## src/rtl/spi_peripheral_if.sv

```systemverilog
// Fabric-side streams of spi_peripheral: a receive stream (peripheral -> fabric)
// and a transmit stream (fabric -> peripheral).
//
// Handshake: a word moves on a clock edge where valid and ready are both 1.
//   Receive:  in_data_valid/in_data driven by the peripheral. Data stays stable
//             while valid is high. in_data_ready comes from the consumer.
//   Transmit: out_data_valid/out_data come from the producer. out_data_ready is
//             a one-cycle pulse from the peripheral, meaning "out_data was taken
//             on the previous edge". The producer then advances to its next word.
interface spi_peripheral_if #(
    parameter int DATA_WIDTH = 8
);
    logic                  in_data_valid;
    logic [DATA_WIDTH-1:0] in_data;
    logic                  in_data_ready;
    logic                  out_data_valid;
    logic [DATA_WIDTH-1:0] out_data;
    logic                  out_data_ready;

    modport master (
        input  in_data_valid, in_data, out_data_ready,
        output in_data_ready, out_data_valid, out_data
    );

    modport slave (
        output in_data_valid, in_data, out_data_ready,
        input  in_data_ready, out_data_valid, out_data
    );
endinterface

```

## src/rtl/spi_peripheral.sv

```systemverilog
// spi_peripheral: oversampled SPI target port. Any word width, any SPI mode.
// Full duplex, with valid/ready streams and sticky status flags.
// Optional feature macro: SPI_PERIPHERAL_TX_EN enables the transmit path
// (MISO shifter, out_data_ready, underrun). Without it the port is receive-only.
module spi_peripheral #(
    parameter int DATA_WIDTH  = 8,
    parameter int CPOL        = 1,
    parameter int CPHA        = 1,
    parameter int MSB_FIRST   = 1,
    parameter int SYNC_STAGES = 2
) (
    input  logic             clock,
    input  logic             reset,
    input  logic             SPI_clock,
    input  logic             SPI_in,
    output logic             SPI_out,
    output logic             SPI_out_enable,
    input  logic             SPI_not_chip_select,
    spi_peripheral_if.slave  bus,
    input  logic             status_clear,
    output logic             overrun,
    output logic             underrun,
    output logic             aborted,
    output logic             busy,
    output logic             debug_state
);
    typedef enum logic {IDLE = 1'b0, ACTIVE = 1'b1} state_t;

    localparam int            CW       = $clog2(DATA_WIDTH);
    localparam logic [CW-1:0] LAST     = CW'(DATA_WIDTH - 1);
    localparam logic          IDLE_CLK = (CPOL != 0);

    state_t state_q, state_d;

    logic [SYNC_STAGES-1:0] sclk_sync, mosi_sync, ncs_sync;
    logic sclk_s, mosi_s, ncs_s;
    logic sclk_prev, ncs_prev, mosi_d;
    logic sclk_rise_p, sclk_fall_p, ncs_rise_p, ncs_fall_p;
    logic leading_p, trailing_p, sample_p, shift_p;

    logic start, stop, sample_en, shift_en, word_done, abort_set;

    logic [CW-1:0]         bit_count;
    logic [DATA_WIDTH-1:0] rx_shift, rx_next, in_data_q;
    logic                  in_valid_q;

    assign sclk_s = sclk_sync[SYNC_STAGES-1];
    assign mosi_s = mosi_sync[SYNC_STAGES-1];
    assign ncs_s  = ncs_sync[SYNC_STAGES-1];

    // Synchronise the three SPI pins into the system clock domain.
    always_ff @(posedge clock) begin
        if (reset) begin
            sclk_sync <= {SYNC_STAGES{IDLE_CLK}};
            mosi_sync <= '0;
            ncs_sync  <= '1;
        end else begin
            sclk_sync <= {sclk_sync[SYNC_STAGES-2:0], SPI_clock};
            mosi_sync <= {mosi_sync[SYNC_STAGES-2:0], SPI_in};
            ncs_sync  <= {ncs_sync[SYNC_STAGES-2:0], SPI_not_chip_select};
        end
    end

    // Registered edge pulses. mosi_d is delayed by one clock so it lines up with them.
    always_ff @(posedge clock) begin
        if (reset) begin
            sclk_prev   <= IDLE_CLK;
            ncs_prev    <= 1'b1;
            mosi_d      <= 1'b0;
            sclk_rise_p <= 1'b0;
            sclk_fall_p <= 1'b0;
            ncs_rise_p  <= 1'b0;
            ncs_fall_p  <= 1'b0;
        end else begin
            sclk_prev   <= sclk_s;
            ncs_prev    <= ncs_s;
            mosi_d      <= mosi_s;
            sclk_rise_p <= sclk_s & ~sclk_prev;
            sclk_fall_p <= ~sclk_s & sclk_prev;
            ncs_rise_p  <= ncs_s & ~ncs_prev;
            ncs_fall_p  <= ~ncs_s & ncs_prev;
        end
    end

    assign leading_p  = (CPOL != 0) ? sclk_fall_p : sclk_rise_p;
    assign trailing_p = (CPOL != 0) ? sclk_rise_p : sclk_fall_p;
    assign sample_p   = (CPHA != 0) ? trailing_p : leading_p;
    assign shift_p    = (CPHA != 0) ? leading_p : trailing_p;

    // State register.
    always_ff @(posedge clock) begin
        if (reset) state_q <= IDLE;
        else       state_q <= state_d;
    end

    // Next state and per-cycle control strobes. A final sample landing in the
    // same cycle as a select rise completes the word and does not abort.
    always_comb begin
        state_d   = state_q;
        start     = 1'b0;
        stop      = 1'b0;
        sample_en = 1'b0;
        shift_en  = 1'b0;
        word_done = 1'b0;
        abort_set = 1'b0;
        case (state_q)
            IDLE: begin
                if (ncs_fall_p) begin
                    state_d = ACTIVE;
                    start   = 1'b1;
                end
            end
            ACTIVE: begin
                sample_en = sample_p;
                shift_en  = shift_p;
                word_done = sample_p && (bit_count == LAST);
                if (ncs_rise_p) begin
                    state_d   = IDLE;
                    stop      = 1'b1;
                    abort_set = !word_done && (sample_p || (bit_count != '0));
                end
            end
            default: state_d = IDLE;
        endcase
    end

    // Receive word as it will look after the bit being sampled now is shifted in.
    always_comb begin
        if (MSB_FIRST != 0) rx_next = {rx_shift[DATA_WIDTH-2:0], mosi_d};
        else                rx_next = {mosi_d, rx_shift[DATA_WIDTH-1:1]};
    end

    // Receive shifter, bit counter, output word, and sticky overrun/abort flags.
    always_ff @(posedge clock) begin
        if (reset) begin
            bit_count  <= '0;
            rx_shift   <= '0;
            in_data_q  <= '0;
            in_valid_q <= 1'b0;
            overrun    <= 1'b0;
            aborted    <= 1'b0;
        end else begin
            if (sample_en) begin
                rx_shift  <= rx_next;
                bit_count <= word_done ? '0 : bit_count + CW'(1);
            end
            if (start || stop) bit_count <= '0;

            if (word_done) begin
                if (!in_valid_q || bus.in_data_ready) begin
                    in_data_q  <= rx_next;
                    in_valid_q <= 1'b1;
                end
            end else if (in_valid_q && bus.in_data_ready) begin
                in_valid_q <= 1'b0;
            end

            if (word_done && in_valid_q && !bus.in_data_ready) overrun <= 1'b1;
            else if (status_clear)                              overrun <= 1'b0;

            if (abort_set)         aborted <= 1'b1;
            else if (status_clear) aborted <= 1'b0;
        end
    end

    assign bus.in_data_valid = in_valid_q;
    assign bus.in_data       = in_data_q;
    assign busy              = (state_q == ACTIVE);
    assign debug_state       = state_q;

`ifdef SPI_PERIPHERAL_TX_EN
    logic [DATA_WIDTH-1:0] tx_shift, tx_hold, tx_word, tx_shifted;
    logic tx_skip, tx_pend, load_req, ready_q, underrun_q, oe_q;

    assign load_req   = start || word_done;
    assign tx_word    = bus.out_data_valid ? bus.out_data : '1;
    assign tx_shifted = (MSB_FIRST != 0) ? {tx_shift[DATA_WIDTH-2:0], 1'b1}
                                         : {1'b1, tx_shift[DATA_WIDTH-1:1]};

    // Transmit shifter. With CPHA=1 a load presents bit 0 at once, so the next
    // shift edge is skipped. With CPHA=0 a mid-frame reload comes on a sample
    // edge. The new word is parked in tx_hold and moved in on the following
    // shift edge, so MISO only changes on shift edges.
    always_ff @(posedge clock) begin
        if (reset) begin
            tx_shift   <= '1;
            tx_hold    <= '1;
            tx_skip    <= 1'b0;
            tx_pend    <= 1'b0;
            ready_q    <= 1'b0;
            underrun_q <= 1'b0;
            oe_q       <= 1'b0;
        end else begin
            ready_q <= load_req && bus.out_data_valid;
            oe_q    <= busy;

            if (load_req && !bus.out_data_valid) underrun_q <= 1'b1;
            else if (status_clear)               underrun_q <= 1'b0;

            if (load_req && (start || (CPHA != 0))) begin
                tx_shift <= tx_word;
                tx_skip  <= (CPHA != 0);
                tx_pend  <= 1'b0;
            end else if (load_req) begin
                tx_hold <= tx_word;
                tx_pend <= 1'b1;
            end else if (shift_en) begin
                if (tx_skip) begin
                    tx_skip <= 1'b0;
                end else if (tx_pend) begin
                    tx_shift <= tx_hold;
                    tx_pend  <= 1'b0;
                end else begin
                    tx_shift <= tx_shifted;
                end
            end
        end
    end

    assign SPI_out            = busy ? ((MSB_FIRST != 0) ? tx_shift[DATA_WIDTH-1] : tx_shift[0]) : 1'b1;
    assign SPI_out_enable     = oe_q;
    assign bus.out_data_ready = ready_q;
    assign underrun           = underrun_q;
`else
    logic unused_tx;
    assign unused_tx          = ^{bus.out_data_valid, bus.out_data, shift_en};
    assign SPI_out            = 1'b1;
    assign SPI_out_enable     = 1'b0;
    assign bus.out_data_ready = 1'b0;
    assign underrun           = 1'b0;
`endif
endmodule
```

## src/flat_wrapper.sv

```systemverilog
// flat-port wrapper written by rule: the top's interface ports become plain ports
module spi_peripheral_flat 
#(
    parameter int DATA_WIDTH  = 8,
    parameter int CPOL        = 1,
    parameter int CPHA        = 1,
    parameter int MSB_FIRST   = 1,
    parameter int SYNC_STAGES = 2
)
  (clock, reset, SPI_clock, SPI_in, SPI_out, SPI_out_enable, SPI_not_chip_select, status_clear, overrun, underrun, aborted, busy, debug_state, bus_in_data_valid, bus_in_data, bus_out_data_ready, bus_in_data_ready, bus_out_data_valid, bus_out_data);
  spi_peripheral_if #(.DATA_WIDTH(DATA_WIDTH)) bus_i ();
  input  logic clock;
  input  logic reset;
  input  logic SPI_clock;
  input  logic SPI_in;
  output logic SPI_out;
  output logic SPI_out_enable;
  input  logic SPI_not_chip_select;
  input  logic status_clear;
  output logic overrun;
  output logic underrun;
  output logic aborted;
  output logic busy;
  output logic debug_state;
  output wire logic [$bits(bus_i.in_data_valid)-1:0] bus_in_data_valid;
  output wire logic [$bits(bus_i.in_data)-1:0] bus_in_data;
  output wire logic [$bits(bus_i.out_data_ready)-1:0] bus_out_data_ready;
  input wire logic [$bits(bus_i.in_data_ready)-1:0] bus_in_data_ready;
  input wire logic [$bits(bus_i.out_data_valid)-1:0] bus_out_data_valid;
  input wire logic [$bits(bus_i.out_data)-1:0] bus_out_data;
  assign bus_in_data_valid = bus_i.in_data_valid;
  assign bus_in_data = bus_i.in_data;
  assign bus_out_data_ready = bus_i.out_data_ready;
  assign bus_i.in_data_ready = bus_in_data_ready;
  assign bus_i.out_data_valid = bus_out_data_valid;
  assign bus_i.out_data = bus_out_data;
  spi_peripheral #(.DATA_WIDTH(DATA_WIDTH), .CPOL(CPOL), .CPHA(CPHA), .MSB_FIRST(MSB_FIRST), .SYNC_STAGES(SYNC_STAGES)) u_core (.clock(clock), .reset(reset), .SPI_clock(SPI_clock), .SPI_in(SPI_in), .SPI_out(SPI_out), .SPI_out_enable(SPI_out_enable), .SPI_not_chip_select(SPI_not_chip_select), .bus(bus_i), .status_clear(status_clear), .overrun(overrun), .underrun(underrun), .aborted(aborted), .busy(busy), .debug_state(debug_state));
endmodule
```

## config.mk

```make
export PLATFORM = sky130hd
export DESIGN_NAME = spi_peripheral_flat
export DESIGN_NICKNAME = d
export VERILOG_FILES = /design/src/rtl/spi_peripheral_if.sv /design/src/rtl/spi_peripheral.sv /design/src/flat_wrapper.sv
export SDC_FILE = /design/constraint.sdc
export NUM_CORES = 1
export LEC_CHECK = 0
export ABC_AREA = 1
export BUFFER_PORTS_ARGS = -buffer_cell sky130_fd_sc_hd__buf_4
export CAP_MARGIN = 20
export CELL_PAD_IN_SITES_DETAIL_PLACEMENT = 1
export CELL_PAD_IN_SITES_GLOBAL_PLACEMENT = 2
export CORE_AREA = 8 8 76 78
export CTS_CLUSTER_DIAMETER = 60
export DETAILED_ROUTE_END_ITERATION = 8
export DIE_AREA = 0 0 84 86
export PLACE_DENSITY_LB_ADDON = 0.12
export SKIP_CTS_REPAIR_TIMING = 1
export SKIP_LAST_GASP = 1
export SYNTH_ARGS = -nofsm -noshare
export SYNTH_HDL_FRONTEND = slang
export SYNTH_SLANG_ARGS = --single-unit
export TNS_END_PERCENT = 30
```

## constraint.sdc

```tcl
create_clock -name clock -period 3.3 [get_ports clock]
set_clock_uncertainty 0.1 [all_clocks]
set_input_delay 0.66 -clock clock [delete_from_list [all_inputs] [get_ports clock]]
set_output_delay 0.66 -clock clock [all_outputs]
set_load 0.03 [all_outputs]
```

# Word-level counts from Yosys, hierarchy flattened
# Index checks and enable logic that the tools add are counted.
totals:
  regBits: 34
  latchBits: 0
  ramBits: 0
  rom_bits: 0
  in_bits: 16
  output_inout_bits: 17
  word_cells: 61
  mem_count: 0
op_classes:
  addsub: 1
  n_mul: 0
  div_mod_pow: 0
  order_cmp: 0
  eq_ne: 2
  shifts: 0
  mux: 17
  n_bitwise: 7
  n_reduce_logical: 18
ops:
  columns: ["operator", "count"]
  rows:
  - ["$mux W1", 15]
  - ["$reduce_bool A2 Y1", 3]
  - ["$logic_and A1 B1 Y1", 5]
  - ["$not A1 Y1", 4]
  - ["$reduce_and A2 Y1", 2]
  - ["$add A3 B1 Y3 const B", 1]
  - ["$and A1 B1 Y1", 3]
  - ["$eq A3 B3 Y1 const B", 1]
  - ["$logic_not A1 Y1", 3]
  - ["$logic_or A1 B1 Y1", 3]
  - ["$mux W3", 1]
  - ["$reduce_bool A3 Y1", 1]
  - ["$ne A2 B2 Y1 const B", 1]
  - ["$pmux W1 S2", 1]
  - ["$reduce_or A2 Y1", 1]

# Logic depth before layout (Yosys ltp)
# Gate-level depths: netlist (run 1).
logic_depth:
  ltp_word: 7
  ltp_mapped: 7
  depth_no_buf: 7

# Worst setup path after synthesis (run 1)
# OpenSTA, ideal clock, no wires.
synth_timing:
  kind: "flip-flop to output port"
  start: "register u_core.state_q, in the netlist u_core.busy"
  end: "output debug_state"
  t_arrival_ps: 795
  required_ps: 2540
  slack_ps: 1745
  stages_incl_launch_ff: 2
  n_path_buf: 1
  path_cell_list: "dfxtp_1 -> buf_4"
synth_rtl:
  columns: ["item", "line_no", "source"]
  rows:
  - ["start, declared", "spi_peripheral.sv:33", "state_t state_q, state_d;"]
  - ["start signal, assigned", "spi_peripheral.sv:93", "else state_q <= state_d;"]
  - ["end, declared", "flat_wrapper.sv:24", "output logic debug_state;"]
# No word-level cell between the ends.

# Worst setup path after layout (run 1)
layout_timing:
  start: "register u_core.state_q, in the netlist u_core.busy"
  end: "output debug_state"
# No word-level cell between the ends.

==> reports/metrics.yaml, run 1 <==
status:
  status: "finished, final reports clean"
setup_path:
  path_cells: "buf_4"
  r2r-start: "u_core.busy$_SDFF_PP0_"
  end_kind: "primary output"
  critPathSlowestCell: "dfxtp_1"
  required_ns: 2.54
  cp_num_buf_inv: 1
  criticalPathCategory: "reg -> out"
  crit_family: "flip-flops"
  path_max_fanout: 7
  rr_worst_depth: 5
  arrival_ns: 0.92
  r2r-end: "u_core.bus.in_data[7]$_SDFFE_PP0P_"
  startpoint_type: "flop"
  slowest_delay_ns: 0.44
  reg2reg_slack_ns: 1.67
cells_and_area:
  synthToLayoutAreaGrowth_pct: 18.7
  nets: 203
  antennaDiodeCount: 0
  layout-drive-gt1-share_pct: 18.4
  final_cell_mix: "dfxtp_1 (34), nor2_1 (27), nand2_1 (26), inv_1 (25), buf_4 (19)"
  final_common_cell: "dfxtp_1"
place:
  place_hpwl_um: 1920
  io_buffer_count: 19
  gp_congestion: 0.673
sta:
  setup_violations: 0
  worst_pin_slew_ns: 0.680
  drv_slew: 0
  rsz0062_at_grt: "no"
  relSlewSlack_pct: 54.5
  setup_tns_ns: 0
  fmax_ghz: 0.594
  timing.final.hold_violations: 0
  fin_crit_sh_pct: 51.0
  fin_crit_ns: 1.68
clocking:
  numCtsBuffers: 5
  clockRootBuffer: "clkbuf_8"
  cts_htree_levels: 2
  clk_latency_ns: 0.28
  clock-sinks: 34
  clockBufferDepth: 2
  cts_tree: "built"
  cts.clk_slew.worst_paths_ns: 0.07
hold_path:
  min-delay-start: "u_core.sclk_prev$_SDFF_PP1_"
  hold_depth: 1
  holdPathEnd: "u_core.sample_p$_SDFF_PP0_"
  min_path_type: "reg -> reg"
logic_synthesis:
  yosysTopAreaCell: "dfxtp_1"
  ys_seq_area_share_pct: 52.0
  syn_area_um2: 1310
  ys_top_cells_by_area: "dfxtp_1 (52%), nor2_1 (7.7%), nand2_1 (7.5%)"
  ys.warnings.count: 0
  synthCells: 165
  synth_cell_types: 18
  ys_ff_latch: 34
  synth.avg_cell_area_um2: 7.93
  netlist.area_leader.share_pct: 52.0
power_and_ir_drop:
  p_int_uw: 595
  clock_power_share_pct: 40.9
  seq_power_share_pct: 54.8
  p_leak_uw: 0.000724
  switching_share_pct: 21.9
  comb_power_share_pct: 4.2
  irDropWorstVdd_v: 0.000187
  p_total_uw: 763
  power_switching_uw: 167
  p_per_area_nw_per_um2: 491
route:
  dr.pass1.iters: 4
  routed_via_density: 4.22
  ant_nets: 0
  vias: 1008
  drt-initial-drc-count: 16
  wl_um: 2560
  wl_per_cell_um: 10.7
  drc: 0
die:
  row_count: 25
  initial_core_util_pct: 28.5
  ios: 33
  die_h_um: 86
  coreArea_um2: 4600
  die_x_um: 84
  dieArea_um2: 7220
grt:
  grt_pass1_wl_um: 4420
  grt_pass1_vias: 1013
  overflow: 0
  antenna_found_initial: 0
  grt.total_usage_pct: 7.70
  grt_max_degree: 21
run:
  maxCapViolCount: 0
-- registers in the layout (all words and copies together) (netlist names) --
name,count
u_core.bus.in_data_valid,1
u_core.ncs_rise_p,1
u_core.mosi_d,1
u_core.sample_p,1
u_core.busy,1
u_core.sclk_prev,1
u_core.bit_count,3
u_core.bus.in_data,8
u_core.aborted,1
u_core.ncs_sync,2
u_core.mosi_sync,2
u_core.rx_shift,7
u_core.sclk_sync,2
u_core.ncs_fall_p,1
u_core.ncs_prev,1
u_core.overrun,1
-- layout make-up --
cell class / instances / area [µm²]
well taps: 54 / 67.6
repair buffers: 19 / 143
fillers: 568 / 3040
clock buffers: 7 / 86.3
clock inverters: 1 / 5.00
flip-flops and latches: 34 / 681
multi-input cells: 99 / 478
inverters: 25 / 93.8
-- stage by stage --
step                hold WS (ns)  instances  setup WS (ns)  utilization, %  instance area [µm²]
floorplan                  0.273        167           1.75               -                 1320
global placement           0.283        231           1.39            31.8                 1460
detailed placement         0.290        231           1.39            31.8                 1460
CTS                        0.297        239           1.59            33.8                 1550
global route               0.325        239           1.44            33.8                 1550
finish                     0.295        239           1.62            33.8                 1550
-- how the worst max path moves through the flow --
| stage | start | endpoint | slack (ns) | cells after the start |
|---|---|---|---|---|
| 5_1_grt | u_core.busy$_SDFF_PP0_ | u_core.bus.in_data[4]$_SDFFE_PP0P_ | 1.44 | 5 |
| 4_1_cts | u_core.busy$_SDFF_PP0_ | debug_state | 1.59 | 1 |
| 3_5_place_dp | reset | u_core.bit_count[2]$_SDFFE_PP0P_ | 1.39 | 6 |
| 2_1_floorplan | u_core.busy$_SDFF_PP0_ | debug_state | 1.75 | 1 |
| 3_3_place_gp | reset | u_core.bit_count[2]$_SDFFE_PP0P_ | 1.39 | 6 |
| 6_report | u_core.busy$_SDFF_PP0_ | debug_state | 1.62 | 1 |
-- logic make-up after synthesis --
group | count (synthesis) | share of synthesized area (%)
AOI/OAI and AO/OA | 20 | 7.94
adders and majority gates | 3 | 2.87
buffers and inverters | 34 | 12.0
DFF | 34 | 52.0
other | 2 | 0.574
and+or+nand+nor | 72 | 24.6
-- cells in the mapped netlist --
library cell and instances:
a21oi_1 11, a21oi_2 1, buf_2 3, buf_4 5, buf_6 1, conb_1 2, dfxtp_1 34, ha_1 3
inv_1 25, nand2_1 26, nand2_2 1, nand3_1 10, nor2_1 27, nor2_4 1, nor2_8 1, nor3_1 2
o21ai_0 8, or2_2 4
-- layer usage --
metal | wire (µm) | track usage (%) | vias up
li1 | - | - | 526
met1 | 1130 | 7.83 | 458
met2 | 1240 | 12.7 | 20
met3 | 152 | 4.08 | 4
met4 | 35 | 3.77 | 0
met5 | 0 | 0 | -
-- power groups by stage --
stage / combinational, µW / clock [µW] / sequential [µW]
CTS: 33.2 / 331 / 418
floorplan: 26.3 / 0 / 428
detailed placement: 33.2 / 0 / 428
global placement: 32.5 / 0 / 427
global route: 37.4 / 350 / 419
finish: 32.3 / 312 / 418
-- worst register-to-register path, delay by kind of cell (launching register included) --
kind	cells	cell delay (ns)
simple gates	5	0.99
flops	1	0.44
Power figures use the tool's default switching activity.
==> run 2: changes to the inputs <==
--- a/config.mk
+++ b/config.mk
@@ -10,10 +10,10 @@
 export CAP_MARGIN = 20
 export CELL_PAD_IN_SITES_DETAIL_PLACEMENT = 1
 export CELL_PAD_IN_SITES_GLOBAL_PLACEMENT = 2
-export CORE_AREA = 8 8 76 78
+export CORE_AREA = 8 8 77 79
 export CTS_CLUSTER_DIAMETER = 60
 export DETAILED_ROUTE_END_ITERATION = 8
-export DIE_AREA = 0 0 84 86
+export DIE_AREA = 0 0 85 87
 export PLACE_DENSITY_LB_ADDON = 0.12
 export SKIP_CTS_REPAIR_TIMING = 1
 export SKIP_LAST_GASP = 1
==> constraint.sdc (replaced) <==
create_clock -name clock -period 1.6 [get_ports clock]
set_clock_uncertainty 0.1 [all_clocks]
set_input_delay 0.32 -clock clock [delete_from_list [all_inputs] [get_ports clock]]
set_output_delay 0.32 -clock clock [all_outputs]
set_load 0.03 [all_outputs]
==> run 2 against run 1 <==
Compared with the run above: die area increased by 2.4%; critical path type is now reg -> reg; worst hold slack got worse by 0.18 ns; total power increased by 110%; setup slack worse by 1.4 ns; flip-flop and latch count unchanged; final cell count is 2.1% higher; core utilization decreased by 1.1 points; clock power rose by 110%; sequential power grew 110%; via count decreased by 0.30%; final area is 1.9% higher; highest routed layer unchanged.
==> reports/metrics.yaml, run 2 (synthesis results as in run 1) <==
grt:
  globalRouteMet3Util_pct: 3.96  # -0.11 points
  met1_usage_pct: 7.31  # -0.52 points
  antenna_found_initial: 0  # unchanged
  grt.total_usage_pct: 7.88  # +0.18 points
  grt_use_met2_pct: 13.8  # +1.1 points
  grt_pass1_wl_um: 4570  # +3.4%
  overflow: 0  # unchanged
  grt_max_degree: 16  # -24%
  grt_pass1_vias: 1072  # +5.8%
  busiest_layer: "met2"
power_and_ir_drop:
  irDropWorstVdd_v: 0.000421  # +120%
  p_total_uw: 1580  # +110%
  p_leak_uw: 0.000736  # +1.7%
  p_per_area_nw_per_um2: 1000  # +100%
die:
  die_x_um: 85  # +1.2%
  initial_core_util_pct: 27.0  # -1.5 points
  row_count: 26  # +4.0%
  die_h_um: 87  # +1.2%
  dieArea_um2: 7400  # +2.4%
  coreArea_um2: 4850  # +5.4%
  ios: 33  # unchanged
setup_path:
  r2r-start: "u_core.bit_count[0]$_SDFFE_PP0P_"
  end_kind: "flop"
  criticalPathCategory: "reg -> reg"
  startpoint_type: "flop"
  rr_worst_depth: 6  # +1
  reg2reg_slack_ns: 0.18  # -1.49 ns
  r2r-end: "u_core.bus.in_data[1]$_SDFFE_PP0P_"
  required_ns: 1.72  # -0.82 ns
  path_max_fanout: 8  # +1
  arrival_ns: 1.54  # +0.62 ns
hold_path:
  min_path_type: "in -> reg"
  hold_depth: 2  # +1
  min-delay-start: "SPI_not_chip_select"
  holdPathEnd: "u_core.ncs_sync[0]$_SDFF_PP1_"
sta:
  fmax_ghz: 0.703
  setup_tns_ns: 0  # unchanged
  rsz0062_at_grt: "no"
  drv_slew: 0  # unchanged
  setup_violations: 0  # unchanged
  setup_slack_ns: 0.177  # -1.44 ns
  fin_crit_sh_pct: 89.0
  fin_crit_ns: 1.42
  timing.final.hold_violations: 0  # unchanged
place:
  io_buffer_count: 19  # unchanged
  dp_slack_ns: 0.130  # -1.26 ns
  place_hpwl_um: 2020  # +5.0%
  gp_congestion: 0.740  # +9.9%
cells_and_area:
  layout-drive-gt1-share_pct: 20.2  # +1.8 points
  finalCoreUtilization_pct: 32.7  # -1.1 points
  final_common_cell: "dfxtp_1"
  multi_input_area_um2: 478  # unchanged
  antennaDiodeCount: 0  # unchanged
  nets: 206  # +1.5%
  seqCellArea_um2: 681  # unchanged
  largest_reg_flops: 8  # unchanged
  synthToLayoutAreaGrowth_pct: 20.9
  fillCellCount: 589  # +3.7%
  final_cell_mix: "dfxtp_1 (34), nor2_1 (27), nand2_1 (26), inv_1 (25), buf_4 (22)"
clocking:
  clockRootBuffer: "clkbuf_8"
  clock-sinks: 34  # unchanged
  cts_htree_levels: 2  # unchanged
  clockBufferDepth: 2  # unchanged
  numCtsBuffers: 5  # unchanged
  cts_tree: "built"
  clk_latency_ns: 0.28  # about the same
  cts.clk_slew.worst_paths_ns: 0.07  # about the same
route:
  drc: 0  # unchanged
  ant_nets: 0  # unchanged
  wl_per_cell_um: 10.4  # -2.9%
  routed_via_density: 4.12  # -2.3%
  drt-initial-drc-count: 35  # +19
  dr.pass1.iters: 4  # unchanged
  wl_um: 2540  # -0.82%
  vias: 1005  # -0.30%
run:
  maxCapViolCount: 0  # unchanged
status:
  status: "finished, final reports clean"
-- run 2: changes by cell type in the layout (fill, tap and decap cells not counted), sizes merged --
cell      before  now
clkbuf         7    6
buf           19   22
clkinvlp       0    1
-- run 2: how the worst max path moves through the flow --
| stage | startpoint | to |
|---|---|---|
| after detailed placement | u_core.bit_count[0]$_SDFFE_PP0P_ | u_core.bus.in_data[1]$_SDFFE_PP0P_ |
| after global placement | u_core.bit_count[0]$_SDFFE_PP0P_ | u_core.bus.in_data[7]$_SDFFE_PP0P_ |
| after CTS | u_core.bit_count[0]$_SDFFE_PP0P_ | u_core.bus.in_data[1]$_SDFFE_PP0P_ |
| final | u_core.bit_count[0]$_SDFFE_PP0P_ | u_core.bus.in_data[1]$_SDFFE_PP0P_ |
| after global routing | u_core.bit_count[1]$_SDFFE_PP0P_ | u_core.bus.in_data[5]$_SDFFE_PP0P_ |
| after floorplan | u_core.busy$_SDFF_PP0_ | u_core.bus.in_data[0]$_SDFFE_PP0P_ |
-- run 2: final cells by class --
type,instances,area share (%)
tap,56,4.43
clock inverter,2,0.791
sequential,34,43.0
clock buffer,6,5.22
timing repair buffer,22,10.4
inverter,25,5.93
multi-input combinational,99,30.2
-- run 2: worst max-delay path: stages, from the launching register on --
cell	delay, ns
dfxtp_1	0.36
ha_1	0.17
ha_1	0.19
nand3_1	0.18
nor2_4	0.22
nor2_1	0.06
nor2_1	0.10
-- run 2: stage by stage --
step / instance area [µm²] / hold WS [ns] / std cells
floorplan: 1320 / 0.273 / 167
global placement: 1490 / 0.282 / 236
detailed placement: 1490 / 0.287 / 236
CTS: 1580 / 0.107 / 244
global route: 1580 / 0.0986 / 244
finish: 1580 / 0.118 / 244
-- run 2: layer usage --
| layer | up-vias | wire length, µm |
|---|---|---|
| met5 | - | 0 |
| met4 | 0 | 55 |
| met3 | 6 | 174 |
| met2 | 20 | 1250 |
| met1 | 441 | 1060 |
| li1 | 538 | - |
-- run 2: power by group --
group	switching, µW	internal, µW
sequential	4.76	858
combinational	44.1	25.0
clock	306	346
